--- src/rtl/if_fetch_queue.sv ---
// Instruction-fetch front end: owns the fetch PC, issues credit-limited imem requests
// and buffers {PC+4, instruction} pairs in an in-order FIFO toward the IF/ID register.
module if_fetch_queue #(
    parameter int unsigned DEPTH    = 4,
    parameter logic [31:0] RESET_PC = 32'h0
) (
    input  logic        clk_i,
    input  logic        rst_ni,
    output logic        imem_req_o,
    output logic [31:0] imem_addr_o,
    input  logic        imem_gnt_i,
    input  logic        imem_rvalid_i,
    input  logic [31:0] imem_rdata_i,
    input  logic        redirect_i,
    input  logic [31:0] redirect_pc_i,
    output logic        out_valid_o,
    input  logic        out_ready_i,
    output logic [31:0] out_pc_o,
    output logic [31:0] out_ins_o
);

    localparam int unsigned AW = $clog2(DEPTH);
    localparam int unsigned CW = AW + 1;
    localparam logic [CW:0] DEPTH_W = (CW + 1)'(DEPTH);

    logic [CW-1:0] count_q, count_d;
    logic [CW-1:0] outst_q, outst_d;
    logic [CW-1:0] drop_q, drop_d;
    logic [AW-1:0] wr_ptr_q, wr_ptr_d;
    logic [AW-1:0] rd_ptr_q, rd_ptr_d;
    logic [31:0]   fetch_pc_q, fetch_pc_d;
    logic [31:0]   resp_pc_q, resp_pc_d;
    logic          started_q;
    logic [31:0]   pc_mem_q  [DEPTH];
    logic [31:0]   ins_mem_q [DEPTH];

    logic [CW:0] used_w;
    logic        issue_w, resp_keep_w, push_w, pop_w;

    assign used_w      = {1'b0, count_q} + {1'b0, outst_q} + {1'b0, drop_q};
    // started_q keeps requests off while reset is held and on the first cycle after it
    assign imem_req_o  = started_q && !redirect_i && (used_w < DEPTH_W);
    assign imem_addr_o = fetch_pc_q;
    assign issue_w     = imem_req_o && imem_gnt_i;
    assign resp_keep_w = imem_rvalid_i && (drop_q == '0);
    assign out_valid_o = (count_q != '0);
    assign push_w      = resp_keep_w && !redirect_i;
    assign pop_w       = out_valid_o && out_ready_i && !redirect_i;
    assign out_pc_o    = out_valid_o ? pc_mem_q[rd_ptr_q]  : '0;
    assign out_ins_o   = out_valid_o ? ins_mem_q[rd_ptr_q] : '0;

    always_comb begin
        count_d    = count_q;
        outst_d    = outst_q;
        drop_d     = drop_q;
        wr_ptr_d   = wr_ptr_q;
        rd_ptr_d   = rd_ptr_q;
        fetch_pc_d = fetch_pc_q;
        resp_pc_d  = resp_pc_q;
        if (redirect_i) begin
            // every response still on its way, minus the one arriving now, becomes stale
            count_d    = '0;
            rd_ptr_d   = wr_ptr_q;
            outst_d    = '0;
            drop_d     = drop_q + outst_q - CW'(imem_rvalid_i);
            fetch_pc_d = {redirect_pc_i[31:2], 2'b00};
            resp_pc_d  = {redirect_pc_i[31:2], 2'b00};
        end else begin
            if (issue_w) begin
                fetch_pc_d = fetch_pc_q + 32'd4;
            end
            outst_d = outst_q + CW'(issue_w) - CW'(resp_keep_w);
            if (imem_rvalid_i && (drop_q != '0)) begin
                drop_d = drop_q - 1'b1;
            end
            if (resp_keep_w) begin
                resp_pc_d = resp_pc_q + 32'd4;
            end
            if (push_w) begin
                wr_ptr_d = wr_ptr_q + 1'b1;
            end
            if (pop_w) begin
                rd_ptr_d = rd_ptr_q + 1'b1;
            end
            count_d = count_q + CW'(push_w) - CW'(pop_w);
        end
    end

    always_ff @(posedge clk_i or negedge rst_ni) begin
        if (!rst_ni) begin
            count_q    <= '0;
            outst_q    <= '0;
            drop_q     <= '0;
            wr_ptr_q   <= '0;
            rd_ptr_q   <= '0;
            fetch_pc_q <= RESET_PC;
            resp_pc_q  <= RESET_PC;
            started_q  <= 1'b0;
        end else begin
            count_q    <= count_d;
            outst_q    <= outst_d;
            drop_q     <= drop_d;
            wr_ptr_q   <= wr_ptr_d;
            rd_ptr_q   <= rd_ptr_d;
            fetch_pc_q <= fetch_pc_d;
            resp_pc_q  <= resp_pc_d;
            started_q  <= 1'b1;
        end
    end

    always_ff @(posedge clk_i) begin
        if (push_w) begin
            pc_mem_q[wr_ptr_q]  <= resp_pc_q + 32'd4;
            ins_mem_q[wr_ptr_q] <= imem_rdata_i;
        end
    end

    // the credit rule makes a push into a full FIFO (without a pop) impossible
    always_ff @(posedge clk_i) begin
        if (rst_ni) begin
            assert (!(push_w && !pop_w && (count_q == CW'(DEPTH))));
        end
    end

endmodule

--- config.mk ---
export PLATFORM = sky130hd
export DESIGN_NAME = if_fetch_queue
export DESIGN_NICKNAME = d
export VERILOG_FILES = /design/src/rtl/if_fetch_queue.sv
export SDC_FILE = /design/constraint.sdc
export NUM_CORES = 1
export LEC_CHECK = 0
export BUFFER_PORTS_ARGS = -buffer_cell sky130_fd_sc_hd__buf_2
export CORE_MARGIN = 3
export CORE_UTILIZATION = 45
export DETAILED_ROUTE_END_ITERATION = 12
export HOLD_SLACK_MARGIN = 0.08
export PLACE_DENSITY = 0.74
export REMOVE_ABC_BUFFERS = 1
export SLEW_MARGIN = 20
export SYNTH_ARGS = -nofsm -noshare
export SYNTH_HDL_FRONTEND = slang
export SYNTH_SLANG_ARGS = --single-unit
export TNS_END_PERCENT = 10
--- constraint.sdc ---
create_clock -name clk_i -period 7.2 [get_ports clk_i]
set_input_delay 0.36 -clock clk_i [delete_from_list [all_inputs] [get_ports clk_i]]
set_output_delay 0.36 -clock clk_i [all_outputs]
set_load 0.05 [all_outputs]
==> results.toml, run 1 <==
[status]
outcome = "completed"

[setup_path]
path_max_fanout = 25
critPathArrivalTime_ps = 4630
start_kind = "register"
required_ps = 7550
endpoint_kind = "register"
path_class = "reg2reg"
r2r-start = "outst_q[1]$_DFF_PN0_"
startpoint = "outst_q[1]$_DFF_PN0_"
timing.rr.end = "outst_q[2]$_DFF_PN0_"
rr_worst_depth = 16
crit_path_end = "outst_q[2]$_DFF_PN0_"
reg2reg_slack_ps = 2920

[clock_network]
cts_tree = "built"
cts_resized = 0
htreeDepth = 2
clkSinkCount = 322
cts_setup_buffers = 0
numCtsBuffers = 35
cts.path.max_buffers = 3
cts-root-buf = "clkbuf_16"
clk_pin_slew_ps = 60
insertion_delay_ps = 500

[synth]
synth_most_common_cell = "edfxtp_1"
avgSynthCellArea_um2 = 15.1
ys_seq_area_frac = 0.657
synth_common_cells = "edfxtp_1, dfrtp_1, nand2_1"
synth_top_area_cell = "edfxtp_1"
synth.distinct_cells = 51
synth-edff-count = 248
yosysWarnings = 0
synth-seq-cells = 322
synth-main-ff-cell = "edfxtp_1"
syn_inst = 939
async_flop_share = 0.230
synthTopCellsByArea = "edfxtp_1, dfrtp_1, mux4_2"
syn_area_mm2 = 0.0142
synth_top_area_frac = 0.526

[timing]
rsz0062_at_grt = "false"
tightest_slew_ps = 1000
finalSetupViolCount = 0
max_freq_mhz = 234
fin_crit_ps = 4280
fin_skew_ps = 12.0
hold_viol_final = 0
fin_tns_setup_ps = 0
max_slew_margin = 0.331
drv_slew = 0
period_share = 0.594

[floorplan]
rows = 64
initial_utilization = 0.459
io-pin-count = 168
fp.dieArea_mm2 = 0.0336
die_w_um = 183
die_h_um = 183
coreArea_mm2 = 0.0308

[final_layout]
final-instance-count-excl-fill = 1547
drive_gt1_frac = 0.266
antenna_cells = 0
syn2layout_area_growth_pct = 18.2
nets = 1220

[worst_hold_path]
hp-class = "in2async"

[flow_run]
max_cap_viol_count = 0

[routing]
routed_wirelength_um = 28900
drc = 0
post_drt_wl_per_cell_um = 18.7
drt_pass1_iterations = 5
initialDrtViolationCount = 527
vias = 8371
vias_per_cell = 5.41
ant_nets = 0

[grt]
use_met1 = 0.236
grt_overflow = 0
track_usage = 0.174
met2_usage = 0.300
grt_pass1_vias = 8844
antenna_found_initial = 0
grt_pass1_wl_um = 46600
met3_usage = 0.0248
grt_max_degree = 75
top_usage_layer = "met2"

[power]
power_density_mw_per_mm2 = 379
peakVddDrop_uv = 191
p_total_uw = 6340
power.leakage_uw = 0.00614

[placement]
hpwl_um = 17600
dp_cells = 1455
gp_congestion = 0.839
port_buffers = 161
metrics by stage:
step                hold WS [ps]   util  instance area (µm²)  setup slack [ps]
finish                       101  0.542                16700              2920
floorplan                   64.4      -                13900              2950
global placement             520  0.496                15300              2980
global route                 119  0.542                16700              2640
CTS                         93.7  0.542                16700              2910
detailed placement           521  0.496                15300              2930
cells by family after synthesis:
group | count (synthesis) | synth area share
DFF | 322 | 0.657
and+or+nand+nor | 280 | 0.105
AOI/OAI and AO/OA | 89 | 0.0395
buffers and inverters | 82 | 0.0260
xor gates and xnor gates | 74 | 0.0458
muxes | 68 | 0.103
adders and majority gates | 22 | 0.0226
other | 2 | 0.000531
layout by cell type (no fill, tap or decap), types with 26 or more instances in the layout:
cell type / instances
and2_1: 66
buf_2: 161
clkbuf_16: 38
dfrtp_1: 72
dlygate4sd3_1: 32
edfxtp_1: 248
inv_1: 26
mux4_2: 62
nand2_1: 70
nand3_1: 29
nor2_1: 39
o21ai_0: 39
xnor2_1: 42
xor2_1: 32
final cells by class:
class / count / area (µm²)
Sequential cell: 322 / 9300
Clock buffer: 46 / 985
Multi-Input combinational cell: 538 / 4500
Tap cell: 396 / 495
Inverter: 26 / 97.6
Timing Repair Buffer: 205 / 1220
Fill cell: 2479 / 14100
Clock inverter: 14 / 124
metal layers:
layer / share of wire / wire length (µm)
met4: 0.018 / 520
met3: 0.053 / 1540
met5: 0 / 0
met1: 0.44 / 12600
met2: 0.49 / 14200
where the power goes:
group	total (µW)	internal (µW)	leakage, µW	switching [µW]
clock	1710	1030	0.000545	679
sequential	2310	2150	0.00313	168
combinational	2310	757	0.00247	1550
critical path, cell delays in order, from the launching register on:
cell and delay [ps]:
dfrtp_1 400, inv_1 140, fa_1 420, or2_2 320, fa_1 390, xnor2_1 210
nor2_1 100, buf_4 210, inv_1 600, ha_1 360, inv_1 60, ha_1 140
inv_1 50, fa_1 370, xnor2_1 170, xnor2_1 140, nor2_1 50
worst min-delay path by stage:
stage	cells after the start	to	from	slack, ps
detailed placement	1	drop_q[2]$_DFFE_PN0P_	drop_q[2]$_DFFE_PN0P_	520
CTS	3	resp_pc_q[29]$_DFFE_PN0N_	redirect_pc_i[29]	90
global placement	1	drop_q[2]$_DFFE_PN0P_	drop_q[2]$_DFFE_PN0P_	520
finish	2	imem_addr_o[27]$_DFFE_PN0N_	rst_ni	100
floorplan	0	count_q[0]$_DFF_PN0_	rst_ni	60
global route	3	resp_pc_q[10]$_DFFE_PN0N_	redirect_pc_i[10]	120
sequential cells by signal (all words and copies together), names as in the netlist:
signal       flops
ins_mem_q      128
pc_mem_q       120
imem_addr_o     30
resp_pc_q       30
count_q          3
drop_q           3
outst_q          3
rd_ptr_q         2
wr_ptr_q         2
started_q        1
repair_timing:
| action | in CTS | in global routing |
|---|---|---|
| hold endpoints to repair | 126 | 0 |
| hold buffers | 32 | 0 |
| endpoints found under the setup margin | 0 | 0 |
No activity file was read; power rests on OpenSTA's default activity.
==> run 2, diff against run 1 <==
--- a/config.mk
+++ b/config.mk
@@ -10,7 +10,7 @@
 export CORE_UTILIZATION = 45
 export DETAILED_ROUTE_END_ITERATION = 12
 export HOLD_SLACK_MARGIN = 0.08
-export PLACE_DENSITY = 0.74
+export PLACE_DENSITY = 0.77
 export REMOVE_ABC_BUFFERS = 1
 export SLEW_MARGIN = 20
 export SYNTH_ARGS = -nofsm -noshare
==> constraint.sdc (replaced) <==
create_clock -name clk_i -period 3.7 [get_ports clk_i]
set_input_delay 0.185 -clock clk_i [delete_from_list [all_inputs] [get_ports clk_i]]
set_output_delay 0.185 -clock clk_i [all_outputs]
set_load 0.05 [all_outputs]
==> results.toml, run 2 (same netlist as run 1, synthesis figures left out) <==
[grt]
met3_usage = 0.0292
track_usage = 0.176
use_met1 = 0.245
grt_overflow = 0
grt_pass1_wl_um = 47000
grt_pass1_vias = 8805
met2_usage = 0.289
top_usage_layer = "met2"
grt_max_degree = 65
antenna_found_initial = 0

[clock_network]
cts.path.max_buffers = 3
cts_tree = "built"
numCtsBuffers = 35
cts_setup_buffers = 0
clkSinkCount = 322
cts-root-buf = "clkbuf_16"
clk_pin_slew_ps = 60
insertion_delay_ps = 510
htreeDepth = 2

[setup_path]
cp_common_cell = "inv_1"
endpoint_kind = "register"
critPathArrivalTime_ps = 3870
start_kind = "register"
path_max_fanout = 3
cpMaxStageDelayCell = "fa_1"
worstPathBufferInverterCount = 4
crit_family = "adder cells"
cp_cell_sequence = "inv_1 -> fa_1 -> or2_2 -> fa_1 -> nand4b_1 -> nor2_2 -> inv_1 -> ha_1 -> inv_1 -> ha_1 -> inv_1 -> fa_1 -> xnor2_1 -> xnor2_1 -> nor2_1"
required_ps = 4080
path_class = "reg2reg"
critPathMaxStageDelay_ps = 510

[power]
power_density_mw_per_mm2 = 717
peakVddDrop_uv = 356
power.leakage_uw = 0.00632

[routing]
post_drt_wl_per_cell_um = 18.4
drt_pass1_iterations = 5
ant_nets = 0
initialDrtViolationCount = 545
routed_wirelength_um = 29300
vias = 8589
vias_per_cell = 5.41
drc = 0

[worst_hold_path]
hp-class = "in2reg"

[floorplan]
die_w_um = 183
coreArea_mm2 = 0.0308
rows = 64
fp.dieArea_mm2 = 0.0336
die_h_um = 183
initial_utilization = 0.459
io-pin-count = 168

[timing]
period_share = 0.942
finalSetupViolCount = 0
fin_crit_ps = 3490
tightest_slew_ps = 896
fin_skew_ps = 15.9
max_slew_margin = 0.397
fin_tns_setup_ps = 0
max_freq_mhz = 287
hold_viol_final = 0
drv_slew = 0

[final_layout]
regMostFlops = "ins_mem_q"
reg.largest.list = "ins_mem_q: 128 flops, pc_mem_q: 120 flops"
postLayoutCellArea_mm2 = 0.0172
final_common_cell = "edfxtp_1"
largest_reg_flops = 128
layout_common_cells = "edfxtp_1, buf_2, dfrtp_1"
nets = 1261
fill_cells = 2410
antenna_cells = 0
drive_gt1_frac = 0.269
syn2layout_area_growth_pct = 21.3
final_util = 0.557

[placement]
hpwl_um = 18000
port_buffers = 161
dpl_cell_area_mm2 = 0.0154
gp_congestion = 0.876

[flow_run]
max_cap_viol_count = 0

[status]
outcome = "completed"
## run 2: cell type report
| type | instances | area (µm²) | area share |
|---|---|---|---|
| multi-input combinational | 538 | 4500 | 0.262 |
| clock buffer | 41 | 920 | 0.0536 |
| timing repair buffer | 246 | 1690 | 0.0987 |
| sequential | 322 | 9300 | 0.542 |
| clock inverter | 20 | 149 | 0.00867 |
| tap | 396 | 495 | 0.0289 |
| inverter | 26 | 97.6 | 0.00569 |
## run 2: path summary, 6_finish.rpt
kind | start | endpoint | slack (ps) | depth (start not counted)
setup / recovery | count_q[1]$_DFF_PN0_ | outst_q[2]$_DFF_PN0_ | 210 | 15
hold / removal | imem_rvalid_i | drop_q[1]$_DFFE_PN0P_ | 240 | 4
setup reg to reg | count_q[1]$_DFF_PN0_ | outst_q[2]$_DFF_PN0_ | 210 | 15
hold reg to reg | drop_q[2]$_DFFE_PN0P_ | drop_q[2]$_DFFE_PN0P_ | 540 | 1
max in group asynchronous | rst_ni | resp_pc_q[9]$_DFFE_PN0N_ | 2360 | 3
min in group asynchronous | rst_ni | wr_ptr_q[0]$_DFFE_PN0P_ | 320 | 2
## run 2: stage by stage
stage	power (µW)	worst slack [ps]	instances	hold slack, ps
floorplan	7990	-554	886	-111
global placement	9090	244	1463	339
detailed placement	9160	191	1463	332
CTS	12500	160	1589	222
global route	13000	-1.06	1589	277
finish	12300	213	1589	238
## run 2: metal layers
layer  vias to the layer above  routed length (µm)
li1                       3998                   -
met1                      4246               13100
met2                       304               13900
met3                        41                1790
met4                         0                 569
met5                         -                   0
## run 2: where the power goes
part / leakage [µW] / total [µW] / switching [µW] / internal (µW)
clock network: 0.000525 / 3220 / 1360 / 1860
logic: 0.00267 / 4600 / 3060 / 1540
registers: 0.00313 / 4480 / 301 / 4170
total: 0.00632 / 12300 / 4720 / 7580
## run 2: timing repair
action                                  CTS  global route
gates resized for setup                   0             2
endpoints found under the setup margin    0             1
endpoints found under the hold margin   228             0
hold buffers                             65             0
## run 2: worst register-to-register path, delay by kind of cell (launching register included)
| kind | cells | cell delay [ps] |
|---|---|---|
| and+or+nand+nor | 4 | 620 |
| buffers and inverters | 4 | 280 |
| DFF | 1 | 370 |
| adders and majority gates | 5 | 1740 |
| xor gates and xnor gates | 2 | 340 |
==> run 3, diff against run 2 <==
--- a/config.mk
+++ b/config.mk
@@ -5,12 +5,13 @@
 export SDC_FILE = /design/constraint.sdc
 export NUM_CORES = 1
 export LEC_CHECK = 0
+export ABC_CLOCK_PERIOD_IN_PS = 3240
 export BUFFER_PORTS_ARGS = -buffer_cell sky130_fd_sc_hd__buf_2
 export CORE_MARGIN = 3
 export CORE_UTILIZATION = 45
 export DETAILED_ROUTE_END_ITERATION = 12
 export HOLD_SLACK_MARGIN = 0.08
-export PLACE_DENSITY = 0.77
+export PLACE_DENSITY = 0.74
 export REMOVE_ABC_BUFFERS = 1
 export SLEW_MARGIN = 20
 export SYNTH_ARGS = -nofsm -noshare
==> constraint.sdc (replaced) <==
create_clock -name clk_i -period 3.24 [get_ports clk_i]
set_input_delay 0.162 -clock clk_i [delete_from_list [all_inputs] [get_ports clk_i]]
set_output_delay 0.162 -clock clk_i [all_outputs]
set_load 0.05 [all_outputs]
==> results.toml, run 3 (same netlist as run 1, synthesis figures left out) <==
[status]
outcome = "complete, but fails checks"
failed_checks = "setup timing"

[floorplan]
fp.dieArea_mm2 = 0.0336
die_w_um = 183
coreArea_mm2 = 0.0308
die_h_um = 183
rows = 64
io-pin-count = 168
initial_utilization = 0.459

[routing]
initialDrtViolationCount = 519
vias_per_cell = 5.40
vias = 8684
drt_pass1_iterations = 5
ant_nets = 0
post_drt_wl_per_cell_um = 18.6
routed_wirelength_um = 30000
drc = 0

[clock_network]
cts-root-buf = "clkbuf_16"
cts_tree = "built"
htreeDepth = 2
clk_pin_slew_ps = 60
insertion_delay_ps = 510
numCtsBuffers = 36
clkSinkCount = 322
cts.path.max_buffers = 3

[setup_path]
critPathMaxStageDelay_ps = 510
path_max_fanout = 2
path_class = "reg2reg"
required_ps = 3610
cp_common_cell = "inv_1"
cpMaxStageDelayCell = "fa_1"
critPathArrivalTime_ps = 3620
start_kind = "register"
endpoint_kind = "register"
cp_cell_sequence = "inv_2 -> fa_1 -> or2_4 -> fa_1 -> nand4b_1 -> nor2_2 -> inv_1 -> ha_1 -> inv_1 -> ha_1 -> inv_1 -> fa_2 -> xnor2_2 -> xnor2_1 -> nor2_1"

[power]
p_sw_frac = 0.381
peakVddDrop_uv = 527
comb_power_share = 0.375
power_density_mw_per_mm2 = 827
p_sw_uw = 5470
power.internal_uw = 8870
p_clk_frac = 0.267
power.leakage_uw = 0.00642
p_seq_frac = 0.358

[timing]
max_slew_margin = 0.351
fin_skew_ps = 17.2
drv_slew = 0
fin_ws_ps = -11.7
tightest_slew_ps = 974
max_freq_mhz = 308
period_share = 1.00
hold_viol_final = 0
finalSetupViolCount = 1
hold-worst-slack_ps = 120
fin_crit_ps = 3250
rsz0062_at_grt = "true"

[final_layout]
antenna_cells = 0
reg.largest.list = "ins_mem_q: 128 flops, pc_mem_q: 120 flops"
regMostFlops = "ins_mem_q"
final_common_cell = "edfxtp_1"
fill_cells = 2395
seqCellArea_mm2 = 0.00930
largest_reg_flops = 128
final-instance-count-excl-fill = 1608
syn2layout_area_growth_pct = 22.5
drive_gt1_frac = 0.280
layout_common_cells = "edfxtp_1, buf_2, dfrtp_1"
postLayoutCellArea_mm2 = 0.0173
multiInputGateArea_mm2 = 0.00452
nets = 1276

[flow_run]
max_cap_viol_count = 0

[grt]
antenna_found_initial = 0
track_usage = 0.179
grt_max_degree = 72
use_met1 = 0.248
met3_usage = 0.0276
grt_pass1_vias = 8936
top_usage_layer = "met2"
grt_pass1_wl_um = 47900
grt_overflow = 0
met2_usage = 0.303

[placement]
dpl_cell_area_mm2 = 0.0155
port_buffers = 161
gp_congestion = 0.865
dp_cells = 1477
hpwl_um = 19200
pre_cts_slack_ps = -172

[worst_hold_path]
hp-class = "in2reg"
run 3: path summary, 6_finish.rpt:
| kind | startpoint | to | slack, ps | cells past startpoint |
|---|---|---|---|---|
| max in group asynchronous | rst_ni | resp_pc_q[19]$_DFFE_PN0N_ | 2010 | 3 |
| min in group asynchronous | rst_ni | count_q[1]$_DFF_PN0_ | 360 | 2 |
| setup / recovery | count_q[1]$_DFF_PN0_ | outst_q[2]$_DFF_PN0_ | -10 | 15 |
| hold / removal | out_ready_i | rd_ptr_q[1]$_DFFE_PN0P_ | 120 | 4 |
| hold reg to reg | wr_ptr_q[1]$_DFFE_PN0P_ | rd_ptr_q[1]$_DFFE_PN0P_ | 570 | 2 |
| setup reg to reg | count_q[1]$_DFF_PN0_ | outst_q[2]$_DFF_PN0_ | -10 | 15 |
run 3: per-layer routing:
metal,part of all wire,vias to the layer above
met5,0,-
met3,0.056,44
met4,0.017,0
li1,-,4026
met2,0.49,306
met1,0.44,4308
run 3: through the flow:
step	power (µW)	util	TNS [ps]
floorplan	9130	-	-75880
global placement	10500	0.504	-125
detailed placement	10600	0.504	-188
CTS	14500	0.562	-92.6
global route	15000	0.563	-371
finish	14300	0.563	-11.7
run 3: critical path, delay by kind of cell, from the launching register on:
kind	cells	cell delay [ps]
XOR/XNOR	2	270
adder cells (fa/ha/maj)	5	1710
buffers and inverters	4	230
flip-flops	1	360
AND/OR/NAND/NOR	4	550
run 3: timing repair:
action,CTS,global route
endpoints found under the setup margin,2,2
hold buffers,63,0
buffers inserted,1,1
pin swaps,5,5
hold endpoints to repair,227,0
gates resized for setup,8,1
gates cloned,0,0
run 3: cell type report:
| class | instances | share of cell area |
|---|---|---|
| Clock inverter | 20 | 0.00786 |
| Clock buffer | 46 | 0.0571 |
| Sequential cell | 322 | 0.537 |
| Tap cell | 396 | 0.0286 |
| Multi-Input combinational cell | 538 | 0.261 |
| Inverter | 26 | 0.00563 |
| Timing Repair Buffer | 260 | 0.104 |
run 3: power groups by stage:
stage | clock network [µW] | logic [µW] | registers (µW)
2_1_floorplan | 0 | 3620 | 5510
3_3_place_gp | 0 | 5290 | 5200
3_5_place_dp | 0 | 5360 | 5220
4_1_cts | 3920 | 5460 | 5150
5_1_grt | 4080 | 5770 | 5190
6_report | 3820 | 5380 | 5130
